===== src/rtl/uart_rx_framed.sv =====
// Oversampled UART receiver: 2-flop synchroniser, optional parity, 1-2 stop bits, valid/accept output with error flags.
// Optional macro UART_RX_MAJORITY_EN: each bit is a 2-of-3 vote over the ticks around its centre.
module uart_rx_framed #(
    parameter int DATA_BITS   = 8,
    parameter int OVERSAMPLE  = 16,
    parameter int PARITY_MODE = 0,
    parameter int STOP_BITS   = 1
) (
    input  logic                 clk_50MHz,
    input  logic                 reset_n,
    input  logic                 rx,
    input  logic                 sample_tick,
    output logic [DATA_BITS-1:0] data_out,
    output logic                 data_valid,
    input  logic                 data_accept,
    output logic                 parity_err,
    output logic                 frame_err,
    output logic                 overrun_err,
    output logic                 break_det
);
    localparam int CNT_W = $clog2(OVERSAMPLE);
    localparam int BIT_W = $clog2(DATA_BITS);
`ifdef UART_RX_MAJORITY_EN
    localparam int SAMPLE_AT = OVERSAMPLE / 2;
`else
    localparam int SAMPLE_AT = OVERSAMPLE / 2 - 1;
`endif
    localparam logic [CNT_W-1:0] CNT_SAMPLE = CNT_W'(SAMPLE_AT);
    localparam logic [CNT_W-1:0] CNT_LAST   = CNT_W'(OVERSAMPLE - 1);
    localparam logic [BIT_W-1:0] BIT_LAST   = BIT_W'(DATA_BITS - 1);
    localparam logic             STOP_LAST  = 1'(STOP_BITS - 1);
    localparam logic             ODD_PARITY = (PARITY_MODE == 2);

    typedef enum logic [2:0] {S_IDLE, S_START, S_DATA, S_PARITY, S_STOP} state_t;

    state_t               state_q, state_d;
    logic                 rx_meta_q, rx_meta_d, rxs_q, rxs_d;
    logic                 armed_q, armed_d;
    logic [CNT_W-1:0]     tick_cnt_q, tick_cnt_d;
    logic [BIT_W-1:0]     bit_cnt_q, bit_cnt_d;
    logic                 stop_cnt_q, stop_cnt_d;
    logic [DATA_BITS-1:0] shreg_q, shreg_d;
    logic                 zero_q, zero_d;
    logic                 perr_acc_q, perr_acc_d, ferr_acc_q, ferr_acc_d, brk_acc_q, brk_acc_d;
    logic [DATA_BITS-1:0] data_out_q, data_out_d;
    logic                 data_valid_q, data_valid_d, parity_err_q, parity_err_d;
    logic                 frame_err_q, frame_err_d, overrun_err_q, overrun_err_d;
    logic                 break_det_q, break_det_d;
    logic                 bit_now, sample_now, complete, ferr_now, brk_now;
`ifdef UART_RX_MAJORITY_EN
    logic [1:0]           hist_q, hist_d;
`endif

    always_comb begin
        // NOTE: every combinational output is defaulted first so no path can infer a latch.
        rx_meta_d     = rx;
        rxs_d         = rx_meta_q;
        state_d       = state_q;
        armed_d       = armed_q;
        tick_cnt_d    = tick_cnt_q;
        bit_cnt_d     = bit_cnt_q;
        stop_cnt_d    = stop_cnt_q;
        shreg_d       = shreg_q;
        zero_d        = zero_q;
        perr_acc_d    = perr_acc_q;
        ferr_acc_d    = ferr_acc_q;
        brk_acc_d     = brk_acc_q;
        data_out_d    = data_out_q;
        data_valid_d  = data_valid_q;
        parity_err_d  = parity_err_q;
        frame_err_d   = frame_err_q;
        overrun_err_d = 1'b0;
        break_det_d   = 1'b0;
        complete      = 1'b0;
        ferr_now      = ferr_acc_q;
        brk_now       = brk_acc_q;
`ifdef UART_RX_MAJORITY_EN
        hist_d = hist_q;
        if (sample_tick) hist_d = {hist_q[0], rxs_q};
        // hist_q holds the mid-1 and mid samples when the vote is taken at mid+1.
        bit_now = (hist_q[1] & hist_q[0]) | (hist_q[1] & rxs_q) | (hist_q[0] & rxs_q);
`else
        bit_now = rxs_q;
`endif
        sample_now = sample_tick && (tick_cnt_q == CNT_SAMPLE);
        if (sample_tick) tick_cnt_d = (tick_cnt_q == CNT_LAST) ? '0 : tick_cnt_q + 1'b1;

        case (state_q)
            S_IDLE: begin
                tick_cnt_d = '0;
                if (rxs_q) begin
                    armed_d = 1'b1;
                end else if (armed_q) begin
                    state_d    = S_START;
                    armed_d    = 1'b0;
                    bit_cnt_d  = '0;
                    stop_cnt_d = 1'b0;
                    zero_d     = 1'b1;
                    perr_acc_d = 1'b0;
                    ferr_acc_d = 1'b0;
                    brk_acc_d  = 1'b0;
                end
            end
            S_START: if (sample_now) state_d = bit_now ? S_IDLE : S_DATA;
            S_DATA: if (sample_now) begin
                shreg_d = {bit_now, shreg_q[DATA_BITS-1:1]};
                zero_d  = zero_q & ~bit_now;
                if (bit_cnt_q == BIT_LAST) state_d = (PARITY_MODE != 0) ? S_PARITY : S_STOP;
                else bit_cnt_d = bit_cnt_q + 1'b1;
            end
            S_PARITY: if (sample_now) begin
                perr_acc_d = bit_now ^ (^shreg_q) ^ ODD_PARITY;
                zero_d     = zero_q & ~bit_now;
                state_d    = S_STOP;
            end
            S_STOP: if (sample_now) begin
                ferr_now = ferr_acc_q | ~bit_now;
                if (!stop_cnt_q && zero_q && !bit_now) brk_now = 1'b1;
                ferr_acc_d = ferr_now;
                brk_acc_d  = brk_now;
                if (stop_cnt_q == STOP_LAST) begin
                    complete = 1'b1;
                    state_d  = S_IDLE;
                end else begin
                    stop_cnt_d = 1'b1;
                end
            end
            default: state_d = S_IDLE;
        endcase

        // A completing frame is kept only if the slot is free or being emptied this cycle.
        if (complete) begin
            break_det_d = brk_now;
            if (!data_valid_q || data_accept) begin
                data_out_d   = shreg_q;
                parity_err_d = perr_acc_q;
                frame_err_d  = ferr_now;
                data_valid_d = 1'b1;
            end else begin
                overrun_err_d = 1'b1;
            end
        end else if (data_accept) begin
            data_valid_d = 1'b0;
        end
    end

    // NOTE: non-blocking assignments so every flop updates from the same pre-edge values.
    always_ff @(posedge clk_50MHz or negedge reset_n) begin
        if (!reset_n) begin
            state_q       <= S_IDLE;
            rx_meta_q     <= 1'b0;
            rxs_q         <= 1'b0;
            armed_q       <= 1'b0;
            tick_cnt_q    <= '0;
            bit_cnt_q     <= '0;
            stop_cnt_q    <= 1'b0;
            shreg_q       <= '0;
            zero_q        <= 1'b0;
            perr_acc_q    <= 1'b0;
            ferr_acc_q    <= 1'b0;
            brk_acc_q     <= 1'b0;
            data_out_q    <= '0;
            data_valid_q  <= 1'b0;
            parity_err_q  <= 1'b0;
            frame_err_q   <= 1'b0;
            overrun_err_q <= 1'b0;
            break_det_q   <= 1'b0;
`ifdef UART_RX_MAJORITY_EN
            hist_q        <= '0;
`endif
        end else begin
            state_q       <= state_d;
            rx_meta_q     <= rx_meta_d;
            rxs_q         <= rxs_d;
            armed_q       <= armed_d;
            tick_cnt_q    <= tick_cnt_d;
            bit_cnt_q     <= bit_cnt_d;
            stop_cnt_q    <= stop_cnt_d;
            shreg_q       <= shreg_d;
            zero_q        <= zero_d;
            perr_acc_q    <= perr_acc_d;
            ferr_acc_q    <= ferr_acc_d;
            brk_acc_q     <= brk_acc_d;
            data_out_q    <= data_out_d;
            data_valid_q  <= data_valid_d;
            parity_err_q  <= parity_err_d;
            frame_err_q   <= frame_err_d;
            overrun_err_q <= overrun_err_d;
            break_det_q   <= break_det_d;
`ifdef UART_RX_MAJORITY_EN
            hist_q        <= hist_d;
`endif
        end
    end

    assign data_out    = data_out_q;
    assign data_valid  = data_valid_q;
    assign parity_err  = parity_err_q;
    assign frame_err   = frame_err_q;
    assign overrun_err = overrun_err_q;
    assign break_det   = break_det_q;
endmodule


===== config.mk =====
export PLATFORM = sky130hd
export DESIGN_NAME = uart_rx_framed
export DESIGN_NICKNAME = d
export VERILOG_FILES = /design/src/rtl/uart_rx_framed.sv
export SDC_FILE = /design/constraint.sdc
export NUM_CORES = 1
export LEC_CHECK = 0
export ABC_AREA = 1
export BUFFER_PORTS_ARGS = -buffer_cell sky130_fd_sc_hd__buf_2
export CORE_ASPECT_RATIO = 0.6
export CORE_MARGIN = 3
export CORE_UTILIZATION = 53
export DETAILED_ROUTE_END_ITERATION = 16
export GPL_TIMING_DRIVEN = 1
export PLACE_DENSITY = 0.73
export REMOVE_ABC_BUFFERS = 1
export SKIP_CTS_REPAIR_TIMING = 1
export SLEW_MARGIN = 20
export SYNTH_ARGS = -nofsm -noshare
export SYNTH_HDL_FRONTEND = slang
export SYNTH_SLANG_ARGS = --single-unit
export TNS_END_PERCENT = 5

===== constraint.sdc =====
create_clock -name clk_50MHz -period 1.7 [get_ports clk_50MHz]
set_input_delay 0.085 -clock clk_50MHz [delete_from_list [all_inputs] [get_ports clk_50MHz]]
set_output_delay 0.085 -clock clk_50MHz [all_outputs]
set_load 0.1 [all_outputs]

# == Yosys cells after proc, flatten, opt, wreduce, memory -nomap -nowiden ==
# Cells that the tools add are included.
# classes
n_addsub,2
n_eq_ne,18
mux,46
bitwise_logic,4
n_reduce_logical,25
# ops
cell,count
3-bit 2-to-1 mux,12
1-bit 2-to-1 mux,23
2-bit != test (second input constant),9
3-bit case mux with 5 select lines,1
4-bit 2-to-1 mux,3
4-bit AND reduction,3
2-bit nonzero test,6
1-bit case mux with 2 select lines,5
8-bit AND reduction,1
8-bit XOR reduction,1
3-bit by 2-bit equality test with 1-bit output (second input constant),2
3-bit equality test (second input constant),2
3-bit case mux with 2 select lines,1
2-bit AND reduction,3
5-bit AND reduction,1
4-bit by 1-bit adder with 4-bit output (second input constant),1
4-bit by 3-bit equality test with 1-bit output (second input constant),1
4-bit equality test (second input constant),1
2-bit by 1-bit != test with 1-bit output (second input constant),2
3-bit by 1-bit adder with 3-bit output (second input constant),1
3-bit by 1-bit equality test with 1-bit output (second input constant),1
1-bit logical AND,3
1-bit zero test,3
3-bit zero test,1
8 further kinds,8
# totals
ff_bits,39
input_bits,5
output_inout_bits,13
elab_cells,113

# == Longest topological paths before layout ==
# logic_depth
word_depth,7
depth_mapped,11
depth_no_buf,11

# == Worst setup path before layout ==
# No wires, ideal clock.
# synth_timing
kind,register -> register
from,"register data_valid_q, in the netlist data_valid"
to,"register data_out_q[6], in the netlist data_out[6]"
setup_ns,0.074
arrival_time_ns,1.736
t_required_ns,1.626
path_slack_ns,-0.110
path_stages_with_launch,8
n_path_buf,1
synth_period_minus_slack_ns,1.810
path_cell_list,dfrtp_1 inv_1 nor2_1 nor2_8 inv_4 buf_6 nand2_2 o21ai_2
# synth_via
elab_chain_len,3
# synth_rtl
item,line,text
"start, declared",46,"logic data_valid_q, data_valid_d, parity_err_q, parity_err_d;"
"start signal, assigned",185,data_valid_q <= data_valid_d;
1-bit zero test,134,if (!data_valid_q || data_accept) begin
1-bit logical OR,134,
2-bit AND reduction (no source line),-,
"end signal, assigned",184,data_out_q <= data_out_d;
"end, declared",45,"logic [DATA_BITS-1:0] data_out_q, data_out_d;"
# No other way between the ends.
# A chain may end at the register's enable or synchronous reset.

# == Final worst setup path ==
# layout_timing
from,register tick_cnt_q[0]
to,"register break_det_q, in the netlist break_det"
# layout_via
elab_chain_len,5
word_cells_on_any_way,7
# layout_rtl
item,line,text
"start, declared",39,"logic [CNT_W-1:0] tick_cnt_q, tick_cnt_d;"
"start signal, assigned",176,tick_cnt_q <= tick_cnt_d;
4-bit by 3-bit equality test with 1-bit output *,85,sample_now = sample_tick && (tick_cnt_q == CNT_SAMPLE);
1-bit logical AND *,85,
1-bit 2-to-1 mux,-,
1-bit 2-to-1 mux,88,case (state_q)
1-bit 2-to-1 mux *,132,if (complete) begin
named net break_det_d,48,"logic break_det_q, break_det_d;"
"end signal, assigned",189,break_det_q <= break_det_d;
"end, declared",48,
# The timed path passes the listed nets; every way through them passes the cells marked *.

==> run metrics <==
via count 1451; largest cells by area after synthesis dfrtp_1 (52%), nand2_1 (15%), inv_1 (5.5%), o21ai_0 (4.3%), o21ai_2 (3.8%); Synth-to-Final Area Change 14.5%; final design utilization 68.2%; Net Sw Power 0.770 mW; die area 4250 um^2; Final setup viols 0; adder-cell share of the synthesized area 2.04%; post-synthesis mux area share 0%; vias in the first global route 1378; CTS tree done; YS warnings 0; routed length per instance 11.9 um; Die W 82.2 um; flop-to-flop setup slack 130 ps; Core Area 3100 um^2; pre-CTS setup slack 156 ps; met1 WL 1690 um; pwr dens 1080 nW/um^2; CP endpoint kind register; Final HPWL DP 2530 um; Site Rows 15; met3 wire len 213 um; Net Sw Frac 33.9%; Final min period 1570 ps; # diodes 0; Simple-Gate Fraction of Synth Area 26.5%; sequential-to-total area share from yosys stat 51.6%; Tot Pwr 2.27 mW; mapped cell area 1840 um^2; RSZ-0062 raised after global routing false; Gate power share 25.8%; ys flop type dfrtp_1; Slew Limit Fails 0; clock tree buffer depth 2; WHS 132 ps; hold path depth 4; I/O Pins 18; clock slew at reported path FFs 70 ps; Rel. slew slack 67.5%; P_int 1.50 mW; drt initial violations 115; grt total ovfl 0; top-area cell type share of the netlist area 51.6%; FF/Latch Area 951 um^2; first-pass GRT wire length 6040 um; WP data required 1930 ps; GR Util All Layers 19.2%; die height 51.7 um; Async S/R FF share, synth 100%; Clock power frac 27.6%; Worst Skew 3.58 ps; initial antenna violation count 0; layout cells sized above 1 20.4%; Detail Route Antenna Nets 0; CP Launch Type register; Seq pwr share 46.7%; H-tree levels 2; Tcrit/Tclk final 92.3%; Filler cells 258; pin count of the biggest net entering global routing 39; most numerous cell in the Yosys netlist nand2_1; R2R cell count 9; drt total wl 3430 um; placed cell count 274; cts bufs inserted 5; worst-margin pin slew 491 ps; Final GP Congestion 0.857; compound-gate portion of the synthesized area 11.5%; DR WL met2 1490 um; port bufs 17; largest family of logic cells by synthesized area simple AND/OR/NAND/NOR gates; area of the multi-input gates 758 um^2; outcome complete, no violations; Hold Vio Cnt, Final 0; Distinct cells, synth 26; drt pass-1 iters 5; number of synthesized flops with an enable pin 0; Synth Area in XOR/XNOR 0.950%; crit-path max FO 5; Starting Density 59.6%; Root Buffer clkbuf_8; syn avg cell area 8.58 um^2; Synth Register Bits 38; most common library cells after synthesis nand2_1 (73), dfrtp_1 (38), inv_1 (27), o21ai_0 (16), nand3_1 (11); cell count after synthesis 215; Cell Area, Placed 1970 um^2; Final #Nets 252; DR top layer met4; vias per inst 5.06; worst skew pair latency 290 ps; post-route cell area 2110 um^2; total clock sinks 38; Setup CP Type register to register; DRC 0; max-cap violation count 0; Arrival @ worst endpoint 1800 ps; f_max 637 MHz; worst vdd ir 0.642 mV; TNS Setup 0 ps; leakage power 1.22 nW; PnR worst setup slack 131 ps; Finished Layout Cells 287; area leader, netlist dfrtp_1; Hold Crit Class primary input to register
## cells in the final DEF, fill, tap and decap left out, drive strengths merged
master       netlist  routed
nand2             75      75
nand3             13      13
clkbuf             0       7
o22ai              1       1
xor2               2       2
nand4              1       1
a21oi              7       7
inv               30      30
ha                 3       3
nor3b              1       1
dfrtp             38      38
or2                1       1
clkinv             0       1
o21ai             25      25
buf                2      22
a22oi              1       1
dlygate4sd3        0       2
o211ai             1       1
nor2              14      14
## metal layers
layer	vias up	track usage, %
met3	6	6.57
met4	0	6.91
met1	665	25.2
met2	45	29.6
li1	735	-
met5	-	0
## cell type report
cell class	count	share of cell area [%]
sequential	38	45.1
multi-input combinational	145	35.9
timing repair buffer	24	6.76
inverter	30	5.45
clock buffer	7	4.09
tap	42	2.49
clock inverter	1	0.237
## worst max-delay path, cell delays in order (launching register included)
cell	delay (ps)
dfrtp_1	400
ha_2	220
nand3_2	100
nor2_4	160
buf_4	140
nand2_4	80
nor2_1	90
a21oi_1	60
or2_1	220
inv_1	50
## logic make-up (layout without fill, tap and decap cells)
group                    Yosys count  count (layout)
buffers and inverters             32              62
AO/OA/AOI/OAI                     35              35
flip-flops                        38              38
XOR/XNOR                           2               2
AND/OR/NAND/NOR                  105             105
adder cells (fa/ha/maj)            3               3
## sequential cells by signal (all words and copies together) (netlist names)
register and count:
frame_err 1, data_out 8, parity_err 1, zero_q 1
bit_cnt_q 3, rx_meta_q 1, overrun_err 1, perr_acc_q 1
shreg_q 8, tick_cnt_q 4, break_det 1, armed_q 1
brk_acc_q 1, state_q 3, data_valid 1, bit_now 1
ferr_acc_q 1
## power by group through the flow
| stage | combinational, mW | sequential, mW | clock [mW] |
|---|---|---|---|
| 3_3_place_gp | 0.542 | 1.07 | 0 |
| 5_1_grt | 0.678 | 1.07 | 0.689 |
| 3_5_place_dp | 0.561 | 1.07 | 0 |
| 4_1_cts | 0.568 | 1.06 | 0.639 |
| 2_1_floorplan | 0.412 | 1.06 | 0 |
| 6_report | 0.586 | 1.06 | 0.626 |
## final timing paths
check                         startpoint           to
setup / recovery           tick_cnt_q[0]    break_det
hold / removal               data_accept  overrun_err
setup reg to reg           tick_cnt_q[0]    break_det
hold reg to reg                rx_meta_q      bit_now
max in group asynchronous        reset_n   shreg_q[6]
min in group asynchronous        reset_n  data_out[1]
Power figures use the tool's default switching activity.
